[config.mk]
export PLATFORM = sky130hd
export DESIGN_NAME = datarx_frame
export DESIGN_NICKNAME = d
export VERILOG_FILES = /design/src/rtl/datarx_pkg.sv /design/src/rtl/datarx_shift.sv /design/src/rtl/datarx_frame.sv
export SDC_FILE = /design/constraint.sdc
export NUM_CORES = 1
export LEC_CHECK = 0
export ABC_AREA = 1
export CORE_ASPECT_RATIO = 0.7
export CORE_MARGIN = 2
export CORE_UTILIZATION = 24
export CTS_CLUSTER_DIAMETER = 50
export DETAILED_ROUTE_END_ITERATION = 10
export MAX_ROUTING_LAYER = met4
export PLACE_DENSITY = 0.44
export SYNTH_ARGS = -nofsm -noshare
export SYNTH_HDL_FRONTEND = slang
export SYNTH_SLANG_ARGS = --single-unit
[constraint.sdc]
create_clock -name clk_400MHz -period 2.53 [get_ports clk_400MHz]
set_clock_uncertainty 0.15 [all_clocks]
set_input_delay 0.253 -clock clk_400MHz [delete_from_list [all_inputs] [get_ports clk_400MHz]]
set_output_delay 0.253 -clock clk_400MHz [all_outputs]
set_load 0.02 [all_outputs]
[src/rtl/datarx_pkg.sv]
// datarx_pkg: receiver FSM state type and the bit-order helper shared by the datarx files.
package datarx_pkg;

  typedef enum logic [1:0] {
    HUNT    = 2'd0,
    CONFIRM = 2'd1,
    LOCKED  = 2'd2
  } rx_state_t;

  localparam int MAX_WIDTH = 64;

  // Reverses the low w bits of v; bits at and above w come back as zero.
  function automatic logic [MAX_WIDTH-1:0] bit_rev(input logic [MAX_WIDTH-1:0] v, input int w);
    logic [MAX_WIDTH-1:0] r;
    r = {<<{v}};
    return r >> (MAX_WIDTH - w);
  endfunction

endpackage

[src/rtl/datarx_shift.sv]
// datarx_shift: serial shift register and slot bit counter; exposes the current window,
// the raw payload bits and a slot-boundary strobe.
module datarx_shift #(
  parameter int WIDTH = 8,
  parameter int SRW   = 8
) (
  input  logic             clk_400MHz,
  input  logic             reset_n,
  input  logic             en,
  input  logic             data_in,
  input  logic             cnt_clr,
  input  logic             long_slot,
  output logic [WIDTH-1:0] window,
  output logic [WIDTH-1:0] word_raw,
  output logic             word_par,
  output logic             boundary
);

  localparam int CW = $clog2(SRW);
  localparam logic [CW-1:0] LAST_SHORT = CW'(WIDTH - 1);
  localparam logic [CW-1:0] LAST_LONG  = CW'(SRW - 1);

  // The oldest bit of the extended window is never needed again, so only SRW-1 bits are stored.
  logic [SRW-2:0] sr_reg;
  logic [SRW-1:0] ext;
  logic [CW-1:0]  bit_cnt_reg;

  assign ext      = {sr_reg, data_in};
  assign window   = ext[WIDTH-1:0];
  assign word_raw = ext[SRW-1 -: WIDTH];
  assign word_par = ^ext;
  assign boundary = en && (bit_cnt_reg == (long_slot ? LAST_LONG : LAST_SHORT));

  always_ff @(posedge clk_400MHz or negedge reset_n) begin
    if (!reset_n) begin
      sr_reg      <= '0;
      bit_cnt_reg <= '0;
    end else if (en) begin
      sr_reg      <= ext[SRW-2:0];
      bit_cnt_reg <= (cnt_clr || boundary) ? '0 : bit_cnt_reg + CW'(1);
    end
  end

endmodule

[src/rtl/datarx_frame.sv]
// datarx_frame: frame-aligned serial-to-parallel receiver with sync hunt, lock confirmation and loss detection.
// Optional build macro DATARX_PARITY_EN adds a trailing even-parity bit per payload word and parity_err.
module datarx_frame
  import datarx_pkg::*;
#(
  parameter int               WIDTH       = 8,
  parameter logic [WIDTH-1:0] SYNC_WORD   = 8'hA5,
  parameter int               FRAME_WORDS = 4,
  parameter int               LOCK_COUNT  = 2,
  parameter int               MISS_LIMIT  = 2,
  parameter bit               MSB_FIRST   = 1'b1
) (
  input  logic             clk_400MHz,
  input  logic             reset_n,
  input  logic             data_in,
  input  logic             en,
  output logic [WIDTH-1:0] data_out,
  output logic             data_valid,
  output logic             sync_locked,
  output logic             sync_err
`ifdef DATARX_PARITY_EN
  ,
  output logic             parity_err
`endif
);

`ifdef DATARX_PARITY_EN
  localparam int PAR = 1;
`else
  localparam int PAR = 0;
`endif
  localparam int SRW = WIDTH + PAR;
  localparam int WCW = $clog2(FRAME_WORDS + 1);
  localparam int HCW = $clog2(LOCK_COUNT + 1);
  localparam int MCW = $clog2(MISS_LIMIT + 1);

  rx_state_t            state_reg;
  logic [WCW-1:0]       word_cnt_reg, word_cnt_wrap;
  logic [HCW-1:0]       hits_reg;
  logic [MCW-1:0]       misses_reg;
  logic [WIDTH-1:0]     data_out_reg;
  logic                 data_valid_reg, sync_locked_reg, sync_err_reg;
  logic [WIDTH-1:0]     window, word_raw, cmp_word, out_word;
  logic [MAX_WIDTH-1:0] win_rev, raw_rev;
  logic                 word_par, boundary, is_sync, sync_hit, cnt_clr;
  logic                 unused_bits;

  datarx_shift #(.WIDTH(WIDTH), .SRW(SRW)) u_shift (
    .clk_400MHz (clk_400MHz),
    .reset_n    (reset_n),
    .en         (en),
    .data_in    (data_in),
    .cnt_clr    (cnt_clr),
    .long_slot  ((PAR != 0) && !is_sync),
    .window     (window),
    .word_raw   (word_raw),
    .word_par   (word_par),
    .boundary   (boundary)
  );

  // SYNC_WORD is given in output bit order, so LSB-first links compare the reversed window.
  assign win_rev  = bit_rev(MAX_WIDTH'(window), WIDTH);
  assign raw_rev  = bit_rev(MAX_WIDTH'(word_raw), WIDTH);
  assign cmp_word = MSB_FIRST ? window : win_rev[WIDTH-1:0];
  assign out_word = MSB_FIRST ? word_raw : raw_rev[WIDTH-1:0];
  assign sync_hit = (cmp_word == SYNC_WORD);
  assign is_sync  = (word_cnt_reg == '0);
  assign cnt_clr  = (state_reg == HUNT) && sync_hit;
  assign word_cnt_wrap = (word_cnt_reg == WCW'(FRAME_WORDS)) ? '0 : word_cnt_reg + WCW'(1);

`ifdef DATARX_PARITY_EN
  assign unused_bits = ^{win_rev[MAX_WIDTH-1:WIDTH], raw_rev[MAX_WIDTH-1:WIDTH]};
`else
  assign unused_bits = ^{win_rev[MAX_WIDTH-1:WIDTH], raw_rev[MAX_WIDTH-1:WIDTH], word_par};
`endif

  always_ff @(posedge clk_400MHz or negedge reset_n) begin
    if (!reset_n) begin
      state_reg       <= HUNT;
      word_cnt_reg    <= '0;
      hits_reg        <= '0;
      misses_reg      <= '0;
      data_out_reg    <= '0;
      data_valid_reg  <= 1'b0;
      sync_locked_reg <= 1'b0;
      sync_err_reg    <= 1'b0;
`ifdef DATARX_PARITY_EN
      parity_err      <= 1'b0;
`endif
    end else begin
      data_valid_reg <= 1'b0;
      sync_err_reg   <= 1'b0;
      if (en) begin
        unique case (state_reg)
          HUNT: begin
            if (sync_hit) begin
              // The matched window was the sync word itself; the next slot is payload word 1.
              word_cnt_reg <= WCW'(1);
              hits_reg     <= HCW'(1);
              misses_reg   <= '0;
              if (LOCK_COUNT == 1) begin
                state_reg       <= LOCKED;
                sync_locked_reg <= 1'b1;
              end else begin
                state_reg <= CONFIRM;
              end
            end
          end
          CONFIRM: begin
            if (boundary) begin
              word_cnt_reg <= word_cnt_wrap;
              if (is_sync) begin
                if (!sync_hit) begin
                  state_reg <= HUNT;
                end else begin
                  hits_reg <= hits_reg + HCW'(1);
                  if (hits_reg + HCW'(1) == HCW'(LOCK_COUNT)) begin
                    state_reg       <= LOCKED;
                    sync_locked_reg <= 1'b1;
                  end
                end
              end
            end
          end
          LOCKED: begin
            if (boundary) begin
              word_cnt_reg <= word_cnt_wrap;
              if (is_sync) begin
                if (sync_hit) begin
                  misses_reg <= '0;
                end else begin
                  sync_err_reg <= 1'b1;
                  misses_reg   <= misses_reg + MCW'(1);
                  if (misses_reg + MCW'(1) == MCW'(MISS_LIMIT)) begin
                    state_reg       <= HUNT;
                    sync_locked_reg <= 1'b0;
                  end
                end
              end else begin
                data_out_reg   <= out_word;
                data_valid_reg <= 1'b1;
`ifdef DATARX_PARITY_EN
                parity_err     <= word_par;
`endif
              end
            end
          end
          default: state_reg <= HUNT;
        endcase
      end
    end
  end

  assign data_out    = data_out_reg;
  assign data_valid  = data_valid_reg;
  assign sync_locked = sync_locked_reg;
  assign sync_err    = sync_err_reg;

endmodule

* After elaboration in Yosys (flattened, before gate mapping)
Cells that the tools add are included.
Storage, ports and cells: flip-flop bits (word level) 30, input bits 4, output and inout port bits 11, logic and storage cells 91
Operators by class: $add $sub $neg 4, equality and inequality tests 18, muxes and demuxes 42, bitwise operators 1, reduce and logical (&&, ||, !) cells 16
Operators by type and width (count):
- $mux W2 | 16
- $mux W1 | 17
- $ne A2 B2 Y1 const B | 7
- $mux W3 | 4
- $reduce_and A10 Y1 | 1
- $reduce_and A9 Y1 | 1
- $eq A8 B8 Y1 const B | 1
- $pmux W2 S2 | 2
- $reduce_and A4 Y1 | 2
- $reduce_bool A2 Y1 | 4
- $add A3 B1 Y3 const B | 2
- $eq A2 B2 Y1 const B | 3
- $eq A3 B3 Y1 const B | 2
- $ne A2 B1 Y1 const B | 3
- $pmux W2 S3 | 1
- $pmux W3 S2 | 1
- $reduce_and A6 Y1 | 1
- $reduce_and A5 Y1 | 1
- $add A2 B1 Y2 const B | 2
- $logic_not A3 Y1 | 1
- $ne A3 B3 Y1 const B | 1
- $eq A2 B1 Y1 const B | 1
- $logic_and A1 B1 Y1 | 2
- $logic_not A2 Y1 | 1
- 4 further kinds | 4

* Logic depth before layout (Yosys ltp)
Gate-level depths: netlist (run 1).
depth after elaboration 7, mapped depth 11, gate-level depth less buffers 11

* Modules after synthesis
Synthesis (run 1) repeated with hierarchy kept, for this count alone.
Unflattened totals: cell total of the unflattened synthesis 241, area, all modules 1752.9 um^2
Modules (own cells, without submodules):
- datarx_frame | instances 1, cells an instance 149, area each 1122.3 um^2, seq. area each 500.5 um^2
- datarx_shift | instances 1, cells an instance 92, area each 630.6 um^2, seq. area each 250.2 um^2

* Worst setup path after synthesis (run 1)
Ideal clock, no wire load.
path type register to register, from reg u_shift.bit_cnt_reg[0], to reg misses_reg[0], setup time 0.116 ns, data arrival time 1.312 ns, setup slack 0.951 ns, stages on the path, launching flop included 10, buffers on the path 0, period minus slack after synthesis 1.579 ns, cells stage by stage dfrtp_1 > ha_1 > ha_1 > nand2_1 > inv_1 > nand2_1 > nand2_1 > o21a_1 > nand3_1 > nand2_1
Between the ends: cells in the longest elaborated chain, start to end 4
Ends and longest elaborated chain:
- start, declared | RTL line datarx_shift.sv:26 | logic [CW-1:0] bit_cnt_reg;
- start signal, assigned | RTL line datarx_shift.sv:40 | bit_cnt_reg <= (cnt_clr || boundary) ? '0 : bit_cnt_reg + CW'(1);
- $eq A3 B3 Y1 | RTL line datarx_shift.sv:32 | assign boundary = en && (bit_cnt_reg == (long_slot ? LAST_LONG : LAST_SHORT));
- $logic_and A1 B1 Y1 | RTL line datarx_shift.sv:32
- $ne A2 B1 Y1 (no source line)
- $reduce_and A5 Y1 (no source line)
- end signal, assigned | RTL line datarx_frame.sv:133 | misses_reg <= misses_reg + MCW'(1);
- end, declared | RTL line datarx_frame.sv:40 | logic [MCW-1:0] misses_reg;
Every way passes these cells. A chain may end at the register's enable or synchronous reset.

* Worst setup path in the final report (run 1)
from reg state_reg[0], to reg state_reg[0]
Between the ends: cells in the longest elaborated chain, start to end 3, elaborated cells between the ends (all ways) 13, classes of those cells eq/ne (10); mux (1); reduce/logical (2)
Ends and longest elaborated chain:
- start, declared | RTL line datarx_frame.sv:37 | rx_state_t state_reg;
- start signal, assigned | RTL line datarx_frame.sv:79 | state_reg <= HUNT;
- start signal, assigned | RTL line datarx_frame.sv:102 | state_reg <= LOCKED;
- start signal, assigned | RTL line datarx_frame.sv:105 | state_reg <= CONFIRM;
- $eq A2 B1 Y1, or another cell as far along | RTL line datarx_frame.sv:94 | unique case (state_reg)
- $ne A3 B3 Y1 (no source line), or another cell as far along
- $reduce_and A9 Y1 (no source line)
Parallel ways exist; a longest one is shown, timed or not.

==> results of run 1 <==
==> layer usage <==
layer,up-vias,GRT usage,share of wire
met5,-,-,0
met4,0,0.0320,0.0068
met3,2,0.0302,0.041
met2,21,0.128,0.38
met1,508,0.154,0.57
li1,640,-,-
==> cells in the mapped netlist (3+ instances only) <==
cell and number:
nor2_1 13, ha_1 10, inv_1 23, o21ai_1 12, inv_2 5, nand2_1 57, dfrtp_1 30, o21ai_0 14
nor2_4 3, nand3_1 8, nand2_4 3
==> cell families (layout without fill, tap and decap cells) <==
group	count (synthesis)	in the layout
AND/OR/NAND/NOR	87	87
flip-flops	30	30
buffers and inverters	31	52
adder cells (fa/ha/maj)	10	10
AO/OA/AOI/OAI	32	32
==> path summary, 6_finish.rpt <==
kind	start	to	slack [ps]	cells past startpoint
max	state_reg[0]	state_reg[0]	760	11
min	reset_n	u_shift.bit_cnt_reg[2]	210	2
max reg2reg	state_reg[0]	state_reg[0]	760	11
min reg2reg	misses_reg[1]	misses_reg[1]	330	2
max in group asynchronous	reset_n	data_out[4]	1740	2
min in group clk_400MHz	misses_reg[1]	misses_reg[1]	330	2
==> metrics by stage <==
step                      setup WS (ps)  utilization  cells
after floorplan                     951            -    190
after global placement              657        0.287    281
after detailed placement            685        0.287    281
after CTS                           757        0.301    289
final                               759        0.301    289
after global routing                548        0.301    289
==> power by group through the flow <==
stage	registers (W)	clock network, W	logic [W]
2_1_floorplan	0.000623	0	0.000357
3_3_place_gp	0.000622	0	0.000497
3_5_place_dp	0.000620	0	0.000495
4_1_cts	0.000613	0.000410	0.000498
5_1_grt	0.000625	0.000430	0.000580
6_report	0.000613	0.000395	0.000492
==> final cells by class <==
type / count / area, sq um / area share
sequential: 30 / 751 / 0.397
multi-input combinational: 129 / 691 / 0.366
timing repair buffer: 16 / 155 / 0.0821
inverter: 28 / 105 / 0.0556
tap: 78 / 97.6 / 0.0517
clock buffer: 5 / 68.8 / 0.0364
clock inverter: 3 / 21.3 / 0.0113
==> impl_metrics.yaml, run 1 <==
clock_network:
  cts_root_buffer: "clkbuf_8"
  worst_setup_hold_path_clk_slew_ps: 70
  holdBufCountCts: 0
  cts_buffer_depth: 2
  cts_setup_buffers: 0
  cts.repair.resized: 0
  numCtsBuffers: 5
  htreeDepth: 2
  cts_tree: "built"
  clk_latency_ps: 280
  clock_sinks: 30
worst_setup_path:
  startpoint_type: "flop"
  slowest_stage: "dfrtp_1"
  cp_max_fo: 6
  cpPeakStageDelay_ps: 390
  critPathRequiredTime_ps: 2550
  endpoint_kind: "flop"
  critPathKind: "reg -> reg"
  crit_path_frequent_cell: "inv_1"
  cp_top_family: "simple AND/OR/NAND/NOR gates"
  cp.arrival_ps: 1790
  crit_chain: "inv_1, ha_1, inv_1, nor2_1, inv_1, nand3_1, nand2_1, inv_1, nor2_1, nand3_1, nand2_1"
  path_buf_inv: 4
layout:
  design_area_sq_um: 1890
  antennaDiodeCount: 0
  largest_reg_flops: 8
  layout_common_cells: "nand2_1 (57), dfrtp_1 (30), inv_1 (23), o21ai_0 (14), clkdlybuf4s50_1 (14)"
  fillers: 671
  nets: 224
  area_growth_pct: 20.5
  layout_commonest_cell: "nand2_1"
  drive_above_1_share: 0.109
global_routing:
  gr-total-overflow: 0
  grtUsageTotal: 0.102
  grt_pass1_vias: 1142
  grt_pass1_wl_um: 5520
  grt_start_max_net_pins: 31
  antenna_found_initial: 0
drt:
  wl_per_cell_um: 10.7
  drt_iter0_markers: 114
  finalWirelength_um: 3080
  drc: 0
  ant_nets: 0
  viasPerCell: 4.05
  drt_first_pass_iters: 4
  vias: 1171
synthesis:
  syn_inst: 190
  synthTopCellsByArea: "dfrtp_1 (48%), nand2_1 (14%), ha_1 (8.0%), inv_1 (5.5%), o21ai_0 (4.5%)"
  ys.flop_type: "dfrtp_1"
  ys.warnings.count: 0
  synth_edf_count: 0
  ys_types: 20
  synthMuxAreaShare: 0
  synth_compound_area_frac: 0.113
  yosysTopAreaCell: "dfrtp_1"
  avgSynthCellArea_sq_um: 8.25
  yosys.area_share.simple: 0.248
  synth_top_family_by_area: "simple AND/OR/NAND/NOR gates"
  yosys.area.top_type_share: 0.479
  synth.yosys.seq_area_share: 0.479
  async_flop_share: 1.00
  synthesis.nets: 204
  synth_fa_ha_area_frac: 0.0798
  synth_area_sq_um: 1570
  synth.ff_latch_count: 30
  synth_xor_area_frac: 0
floorplan:
  initial_core_util: 0.250
  fp.dieH_um: 71.6
  core_sq_um: 6280
  rows: 24
  io_pins: 15
  die_w_um: 101
  die_area_sq_um: 7200
power_and_ir_drop:
  p_sw_w: 0.000565
  power_frac_seq: 0.409
  ir_worst_vdd_mv: 0.362
  internal-power_w: 0.000935
  power_frac_comb: 0.328
  leakage_nw: 0.946
  clockPowerShare: 0.263
  power.density_nw_per_um2: 794
  finalPower_w: 0.00150
  swShare: 0.377
worst_hold_path:
  hold_path.class: "in -> async"
timing:
  tightest_slew_ps: 389
  fmax_ghz: 0.565
  rsz0062_at_grt: "no"
  hold_viol_final: 0
  relSlewSlack: 0.741
  hold_ws_ps: 212
  fin_crit_sh: 0.700
  finalMaxSlewViolations: 0
  period_minus_slack_ps: 1770
  setup_viol: 0
  fin_tns_setup_ps: 0
status:
  status: "finished clean"
placed_design:
  hpwl_um: 2270
  gp_congestion: 0.864
  postPlaceCellArea_sq_um: 1800
  port-buffer-count: 14
flow_run:
  maxCapViolCount: 0
Power figures use the tool's default switching activity.
==> inputs of run 2 (changes only) <==
--- a/config.mk
+++ b/config.mk
@@ -12,7 +12,7 @@
 export CTS_CLUSTER_DIAMETER = 50
 export DETAILED_ROUTE_END_ITERATION = 10
 export MAX_ROUTING_LAYER = met4
-export PLACE_DENSITY = 0.44
+export PLACE_DENSITY = 0.45
 export SYNTH_ARGS = -nofsm -noshare
 export SYNTH_HDL_FRONTEND = slang
 export SYNTH_SLANG_ARGS = --single-unit
==> constraint.sdc (replaced) <==
create_clock -name clk_400MHz -period 1.45 [get_ports clk_400MHz]
set_clock_uncertainty 0.15 [all_clocks]
set_input_delay 0.145 -clock clk_400MHz [delete_from_list [all_inputs] [get_ports clk_400MHz]]
set_output_delay 0.145 -clock clk_400MHz [all_outputs]
set_load 0.02 [all_outputs]
==> run 2 against run 1 <==
Compared with the run above:
- the run now ends with setup timing left
- sequential share of layout area shrank 6.5 points
- combinational power grew to 2.8 times the previous value
- design area increased by 20%
- clock power rose by 60%
- sequential power rose by 75%
- total power is 110% higher
- largest cell class is now multi-input gates
- largest power group is now combinational cells
- highest routed layer unchanged
==> impl_metrics.yaml, run 2 (synthesis results as in run 1) <==
clock_network:
  cts_buffer_depth: 2
  clock_sinks: 30
  cts_tree: "built"
  worst_setup_hold_path_clk_slew_ps: 70
  htreeDepth: 2
  clk_latency_ps: 270
  cts_root_buffer: "clkbuf_8"
  holdBufCountCts: 0
  numCtsBuffers: 5
layout:
  stdcell_count: 317
  fillers: 625
  layout_commonest_cell: "nand2_1"
  nets: 253
  layout_common_cells: "nand2_1 (52), dfrtp_1 (30), buf_4 (28), o21ai_1 (15), inv_1 (13)"
  area_growth_pct: 44.1
  largest_reg_flops: 8
  drive_above_1_share: 0.339
  multi_input_area_sq_um: 840
  antennaDiodeCount: 0
  layout.area.seq_sq_um: 751
worst_setup_path:
  cp.arrival_ps: 1600
  critPathRequiredTime_ps: 1470
  startpoint_type: "flop"
  critPathKind: "reg -> reg"
  crit_path_frequent_cell: "nand2_1"
  path_buf_inv: 2
  cp_top_family: "simple AND/OR/NAND/NOR gates"
  crit_chain: "inv_2, ha_4, inv_1, nor2_4, nand2_4, nand2_4, o21a_1, nand2_1, nand2_1, nand2_1"
  endpoint_kind: "flop"
  slowest_stage: "dfrtp_1"
  cpPeakStageDelay_ps: 390
  cp_max_fo: 3
power_and_ir_drop:
  finalPower_w: 0.00308
  leakage_nw: 1.17
  power.density_nw_per_um2: 1360
  ir_worst_vdd_mv: 0.548
floorplan:
  io_pins: 15
  die_area_sq_um: 7200
  core_sq_um: 6280
  fp.dieH_um: 71.6
  rows: 24
  initial_core_util: 0.250
  die_w_um: 101
drt:
  drc: 0
  drt_iter0_markers: 57
  ant_nets: 0
  wl_per_cell_um: 10.7
  viasPerCell: 4.20
  vias: 1330
  finalWirelength_um: 3380
  drt_first_pass_iters: 4
global_routing:
  grt_pass1_vias: 1194
  antenna_found_initial: 0
  grtUsageTotal: 0.102
  gr-total-overflow: 0
  grt_pass1_wl_um: 5570
  grt_start_max_net_pins: 31
flow_run:
  maxCapViolCount: 0
timing:
  hold_ws_ps: 75.4
  period_minus_slack_ps: 1580
  relSlewSlack: 0.855
  finalMaxSlewViolations: 0
  tightest_slew_ps: 216
  fmax_ghz: 0.632
  fin_tns_setup_ps: -1440
  setup_viol: 15
  postLayoutSetupSlackWorst_ps: -133
  rsz0062_at_grt: "yes"
  fin_crit_sh: 1.09
  hold_viol_final: 0
placed_design:
  port-buffer-count: 14
  hpwl_um: 2360
  gp_congestion: 0.812
  dp_cells: 298
worst_hold_path:
  hold_path.class: "in -> async"
status:
  violations: "setup timing"
  status: "finished with violations"
-- run 2: cell types whose count changed in the layout (fill, tap and decap cells not counted), moves of 5 or more --
| cell | delta |
|---|---|
| buf_4 | +26 |
| clkdlybuf4s50_1 | -11 |
| nand2_1 | -5 |
| inv_2 | +7 |
| inv_1 | -10 |
| dlygate4sd2_1 | +11 |
| nor2_1 | -7 |
| ha_4 | +5 |
| ha_1 | -6 |
-- run 2: metrics by stage --
stage / worst slack (ps) / instance area (sq um) / util
floorplan: -9.51 / 1600 / -
global placement: -218 / 1970 / 0.314
detailed placement: -218 / 1970 / 0.314
CTS: -126 / 2120 / 0.338
global route: -234 / 2260 / 0.360
finish: -133 / 2260 / 0.360
-- run 2: path summary, 6_finish.rpt --
path	cells after the start	start	slack, ps	endpoint
min in group clk_400MHz	2	misses_reg[1]	320	misses_reg[1]
min	2	reset_n	80	data_out[6]
max	10	word_cnt_reg[0]	-130	misses_reg[0]
max in group asynchronous	2	reset_n	900	data_out[2]
max reg2reg	10	word_cnt_reg[0]	-130	misses_reg[0]
min reg2reg	2	misses_reg[1]	320	misses_reg[1]
-- run 2: area by class of cell --
class                           count  area share
Sequential cell                    30       0.332
Clock buffer                        5      0.0305
Inverter                           28      0.0499
Timing Repair Buffer               45       0.168
Multi-Input combinational cell    129       0.372
Clock inverter                      2     0.00443
Tap cell                           78      0.0432
-- run 2: repair_timing --
action / CTS / global route
gates resized for setup: 27 / 23
endpoints found under the setup margin: 30 / 23
setup buffers: 3 / 11
endpoints found under the hold margin: 0 / 0
pin swaps: 9 / 16
-- run 2: worst reg2reg max path: stages (launching register included) --
cell     delay, ps
dfrtp_1        390
inv_2           80
ha_4           130
inv_1           60
nor2_4         160
nand2_4        100
nand2_4         70
o21a_1         150
nand2_1         80
nand2_1         60
nand2_1         40
-- run 2: power by group --
group          total [W]  leakage, nW  internal [W]  switching [W]
logic            0.00138        0.725      0.000660       0.000721
clock network   0.000632       0.0438      0.000322       0.000311
registers        0.00107        0.398      0.000975      0.0000903
total            0.00308         1.17       0.00196        0.00112
-- run 2: layer usage --
| layer | vias to the layer above | wire length (um) | track usage |
|---|---|---|---|
| met3 | 5 | 123 | 0.0293 |
| met2 | 23 | 1390 | 0.141 |
| met1 | 602 | 1830 | 0.145 |
| met5 | - | 0 | - |
| met4 | 0 | 40 | 0.0320 |
| li1 | 700 | - | - |
